--- config.mk ---
export PLATFORM = sky130hd
export DESIGN_NAME = regfile_sb
export DESIGN_NICKNAME = d
export VERILOG_FILES = /design/src/rtl/rf_pkg.sv /design/src/rtl/rf_scoreboard.sv /design/src/rtl/regfile_sb.sv
export SDC_FILE = /design/constraint.sdc
export NUM_CORES = 2
export LEC_CHECK = 0
export CORE_ASPECT_RATIO = 1.4
export CORE_MARGIN = 1
export CORE_UTILIZATION = 40
export DETAILED_ROUTE_END_ITERATION = 8
export PLACE_DENSITY = 0.63
export SLEW_MARGIN = 30
export SYNTH_ARGS = -nofsm -noshare
export SYNTH_HDL_FRONTEND = slang
export SYNTH_HIERARCHICAL = 1
export SYNTH_SLANG_ARGS = --single-unit
--- constraint.sdc ---
create_clock -name clk -period 4.15 [get_ports clk]
set_clock_uncertainty 0.15 [all_clocks]
set_input_delay 0.83 -clock clk [delete_from_list [all_inputs] [get_ports clk]]
set_output_delay 0.83 -clock clk [all_outputs]
set_load 0.01 [all_outputs]
--- src/rtl/rf_pkg.sv ---
// Shared defaults, types and helpers for the scoreboarded register file.
package rf_pkg;

    localparam int unsigned XLEN_DEF = 32;
    localparam int unsigned N_DEF    = 5;
    localparam int unsigned NR_DEF   = 2;
    localparam int unsigned PW_DEF   = 2;

    typedef logic [N_DEF-1:0]    rf_addr_t;
    typedef logic [XLEN_DEF-1:0] rf_word_t;

    // Saturation value of a PW-bit outstanding-write counter.
    function automatic int unsigned cnt_max(input int unsigned pw);
        return (32'd1 << pw) - 32'd1;
    endfunction

endpackage

--- src/rtl/rf_scoreboard.sv ---
// Per-register outstanding-write counters: reserve increments, writeback
// decrements, flush clears; refuses reservations of a saturated register.
module rf_scoreboard
    import rf_pkg::*;
#(
    parameter int unsigned N  = N_DEF,
    parameter int unsigned PW = PW_DEF
) (
    input  logic                             clk,
    input  logic                             rst_n,
    input  logic                             we_i,
    input  logic [N-1:0]                     wa_i,
    input  logic                             rsv_en_i,
    input  logic [N-1:0]                     rsv_addr_i,
    input  logic                             flush_i,
    output logic [(2**N)-1:0][PW-1:0]        cnt_o,
    output logic                             rsv_stall_o
);

    localparam int unsigned DEPTH = 2 ** N;
    localparam logic [PW-1:0] CMAX = PW'(cnt_max(PW));

    logic [DEPTH-1:0][PW-1:0] cnt_q;
    logic [DEPTH-1:0][PW-1:0] cnt_d;
    logic                     stall;

    // A same-register writeback frees a slot, so a saturated reserve can still proceed.
    always_comb begin
        stall = 1'b0;
        if (rsv_en_i && (rsv_addr_i != '0) && !flush_i &&
            (cnt_q[rsv_addr_i] == CMAX) &&
            !(we_i && (wa_i == rsv_addr_i))) begin
            stall = 1'b1;
        end
    end

    always_comb begin
        cnt_d = cnt_q;
        for (int unsigned r = 0; r < DEPTH; r++) begin
            logic inc;
            logic dec;
            inc = rsv_en_i && (rsv_addr_i == N'(r)) && (r != 0) && !stall && !flush_i;
            dec = we_i && (wa_i == N'(r)) && (cnt_q[r] != '0);
            if (flush_i) begin
                cnt_d[r] = '0;
            end else if (inc && !dec) begin
                cnt_d[r] = cnt_q[r] + PW'(1);
            end else if (dec && !inc) begin
                cnt_d[r] = cnt_q[r] - PW'(1);
            end
        end
    end

    always_ff @(posedge clk or negedge rst_n) begin
        if (!rst_n) begin
            cnt_q <= '0;
        end else begin
            cnt_q <= cnt_d;
        end
    end

    assign cnt_o       = cnt_q;
    assign rsv_stall_o = stall;

endmodule

--- src/rtl/regfile_sb.sv ---
// Multi-read-port register file with pending-write scoreboard.
// Optional write-through forwarding to read ports: define RF_BYPASS_EN.
module regfile_sb
    import rf_pkg::*;
#(
    parameter int unsigned XLEN = XLEN_DEF,
    parameter int unsigned N    = N_DEF,
    parameter int unsigned NR   = NR_DEF,
    parameter int unsigned PW   = PW_DEF
) (
    input  logic                      clk,
    input  logic                      rst_n,
    input  logic [NR-1:0][N-1:0]      ra,
    output logic [NR-1:0][XLEN-1:0]   rd,
    output logic [NR-1:0]             rd_ready,
    input  logic                      we,
    input  logic [N-1:0]              wa,
    input  logic [XLEN-1:0]           wd,
    input  logic                      rsv_en,
    input  logic [N-1:0]              rsv_addr,
    output logic                      rsv_stall,
    input  logic                      flush
);

    localparam int unsigned DEPTH = 2 ** N;

    logic [XLEN-1:0]          rf_q [DEPTH];
    logic [DEPTH-1:0][PW-1:0] cnt;

    rf_scoreboard #(
        .N  (N),
        .PW (PW)
    ) u_sb (
        .clk         (clk),
        .rst_n       (rst_n),
        .we_i        (we),
        .wa_i        (wa),
        .rsv_en_i    (rsv_en),
        .rsv_addr_i  (rsv_addr),
        .flush_i     (flush),
        .cnt_o       (cnt),
        .rsv_stall_o (rsv_stall)
    );

    // Data array; x0 is never written so it holds its reset value of zero.
    always_ff @(posedge clk or negedge rst_n) begin
        if (!rst_n) begin
            for (int unsigned r = 0; r < DEPTH; r++) begin
                rf_q[r] <= '0;
            end
        end else if (we && (wa != '0)) begin
            rf_q[wa] <= wd;
        end
    end

    always_comb begin
        rd       = '0;
        rd_ready = '1;
        for (int unsigned i = 0; i < NR; i++) begin
            if (ra[i] != '0) begin
                rd[i]       = rf_q[ra[i]];
                rd_ready[i] = (cnt[ra[i]] == '0);
`ifdef RF_BYPASS_EN
                // The write retiring now satisfies the reader unless more remain in flight.
                if (we && (ra[i] == wa)) begin
                    rd[i]       = wd;
                    rd_ready[i] = (cnt[wa] <= PW'(1)) && !(rsv_en && (rsv_addr == wa));
                end
`endif
            end
        end
    end

endmodule

==> flow_metrics.py <==
metrics = {
    "outcome": {
        "status": "finished, final reports clean",
    },
    "clocking": {
        "clkLatencyLatePin_ps": 770,
        "cts_tree": "built",
        "cts_buffer_depth": 3,
        "cts_buffers": 109,
        "clk_pin_slew_worst_paths_ps": 60,
        "cts_sinks": 1088,
        "cts_root_buf": "clkbuf_16",
        "htree_levels": 3,
    },
    "place": {
        "gp_congestion": 0.871,
        "detailed_place_hpwl_um": 108000,
        "port_buffers": 123,
    },
    "flow_run": {
        "drv_cap": 0,
    },
    "global_route": {
        "antenna_found_initial": 8,
        "grt_max_degree": 131,
        "grt_pass1_wl_um": 264000,
        "overflow": 0,
        "first_global_vias": 39600,
        "grt_usage_pct": 23.6,
    },
    "floorplanning": {
        "core_um2": 147000,
        "die_x_um": 328,
        "ios": 124,
        "die_y_um": 458,
        "dieArea_um2": 150000,
        "rows": 166,
        "start_util_pct": 40.5,
    },
    "finish": {
        "drive_gt1_share_pct": 51.8,
        "fin_nets": 4085,
        "multi_input_area_um2": 30400,
        "final_core_util_pct": 46.5,
        "seq_area_um2": 27200,
        "nFillCells": 12900,
        "syn_to_final_growth_pct": 14.8,
    },
    "setup_path": {
        "crit_buf_inv": 5,
        "cp_max_fo": 17,
        "crit_top_cell": "buf_12",
        "worstRegToRegCells": 10,
        "arrival_ps": 3160,
        "cp.depth": 9,
        "setup.worst_path.start_class": "input pin",
        "end_kind": "primary output",
        "critical_path.cell_chain": "buf_16, buf_12, nor3_1, or3_2, buf_12, a211oi_1, a211oi_2, buf_4, clkdlybuf4s50_1",
        "cpPeakStageDelay_ps": 490,
        "critPathSlowestCell": "or3_2",
        "critPathRequiredTime_ps": 3170,
        "path_delay_family": "buffers and inverters",
        "timing_worst_setup_path_type": "input pin to primary output",
    },
    "drt": {
        "drc": 0,
        "drtPass1Iterations": 5,
        "postRouteAntennaNets": 0,
        "num_vias": 37600,
        "via_per_inst": 6.20,
        "wl_per_cell_um": 29.0,
        "drtIter0Drc": 2863,
        "totalWireLength_um": 176000,
    },
    "synth": {
        "synthCells": 3950,
        "netlist_top_cells_area": "dfrtp_1, mux4_2, mux2_2",
        "ys_seq_area_share_pct": 45.9,
        "ys_seq_elements": 1088,
        "synth_top_area_share_pct": 45.9,
        "synth_nets": 4008,
        "synthFlopType": "dfrtp_1",
        "synth-warning-count": 6,
        "syn_avg_cell_area_um2": 15.0,
        "yosysTopAreaCell": "dfrtp_1",
        "ys_async_sr_fraction_pct": 100,
        "synth-edff-count": 0,
        "ys_types": 63,
        "syn_area_um2": 59400,
    },
    "power_and_ir_drop": {
        "powerDensity_nw_per_um2": 455,
        "p_leak_nw": 29.3,
        "total_power_mw": 31.0,
        "ir_drop_v": 0.000402,
    },
    "timing": {
        "setup_viol": 0,
        "drv_slew": 0,
        "hold_viol": 0,
        "tightest_slew_ps": 969,
        "slew_headroom_pct": 35.4,
        "period_needed_ps": 4140,
        "holdWs_ps": 245,
        "rsz0062_at_grt": "true",
        "final.period_utilization_pct": 99.8,
        "fmax_ghz": 0.241,
    },
    "min_path": {
        "min_path_cells": 0,
        "holdCritPathClass": "register to register",
    },
}
## cell usage after synthesis (15+ instances only)
master,n
a31oi_1,24
clkbuf_1,211
nand3_1,27
a21oi_1,58
a211oi_1,16
buf_6,15
nor3b_1,26
nor2b_1,15
mux2i_1,129
nor4_1,15
nor2_1,103
nor3_1,36
nand2_1,63
buf_2,122
and2_1,17
dfrtp_1,1088
buf_1,74
mux4_2,568
mux2_2,991
nand2b_1,20
mux4_1,25
o22ai_1,66
o21ai_0,40
a21o_1,72
## final cells by class
cell class	count	share of cell area, %
inverters	6	0.0330
clock buffers	155	4.67
flip-flops and latches	1088	40.0
diodes	5	0.0184
clock inverters	45	0.868
repair buffers	405	6.39
well taps	1932	3.55
multi-input cells	2417	44.5
## routing by layer
layer | GRT usage (%) | wire [µm] | vias up
li1 | - | - | 15500
met1 | 30.9 | 71200 | 20500
met2 | 39.2 | 87500 | 1235
met3 | 3.69 | 10100 | 343
met4 | 9.49 | 6670 | 6
met5 | 0 | 32 | -
## metrics by stage
stage / setup slack (ps) / setup TNS [ps] / cells / cell area [µm²]
CTS: 26.1 / 0 / 6044 / 68200
global route: -56.7 / -91.7 / 6049 / 68200
detailed placement: -225 / -6600 / 5838 / 64200
floorplan: 617 / 0 / 3950 / 59400
finish: 8.15 / 0 / 6053 / 68200
global placement: -270 / -6600 / 5838 / 64300
## path summary, 6_finish.rpt
| kind | start | endpoint | slack (ps) |
|---|---|---|---|
| min in group asynchronous | rst_n | rf_q[440] | 450 |
| max in group asynchronous | rst_n | rf_q[178] | 2190 |
| min | rf_q[1006] | rf_q[1006] | 250 |
| max reg2reg | u_sb/cnt_o[42] | u_sb/cnt_o[43] | 1370 |
| max | ra[5] | rd_ready[1] | 8 |
| min reg2reg | rf_q[1006] | rf_q[1006] | 250 |
## state kept, by name (all words and copies together) (netlist names)
register    count
rf_q         1024
u_sb/cnt_o     64
## cell usage in the layout, fill, tap and decap left out, types with 17 or more instances in the layout
master              n
mux4_2            568
dfrtp_1          1082
and2_1             17
mux4_1             25
mux2_2            991
nand2_1            52
buf_12             84
nor2_1             85
buf_2              35
buf_4             195
clkbuf_1           20
a31oi_1            24
nand2b_1           18
nor3b_1            26
o21ai_0            40
clkdlybuf4s50_1    76
a21o_1             72
a21oi_1            58
mux2i_1           128
nand3_1            26
clkbuf_8           26
clkinv_2           21
nor3_1             32
o22ai_1            65
clkbuf_16         111
## what timing repair did
| action | CTS | global route |
|---|---|---|
| resized for setup | 24 | 10 |
| cloned | 2 | 0 |
| hold buffers | 1 | 0 |
| endpoints found under the setup margin | 64 | 7 |
| hold endpoints to repair | 48 | 0 |
| buffers inserted | 3 | 4 |
## report_power, final
part | internal, mW | switching [mW] | leakage, nW
Clock | 6.04 | 4.47 | 1.86
Sequential | 12.5 | 1.37 | 14.0
Combinational | 4.15 | 2.46 | 13.4
Total | 22.7 | 8.30 | 29.3
## kinds of logic after synthesis
| group | synth area share, % |
|---|---|
| adder cells (fa/ha/maj) | 0.0211 |
| AO/OA/AOI/OAI | 3.57 |
| buffers and inverters | 3.45 |
| XOR/XNOR | 0.221 |
| flip-flops | 45.9 |
| multiplexers | 43.8 |
| AND/OR/NAND/NOR | 3.08 |
No activity file was read; power rests on OpenSTA's default activity.
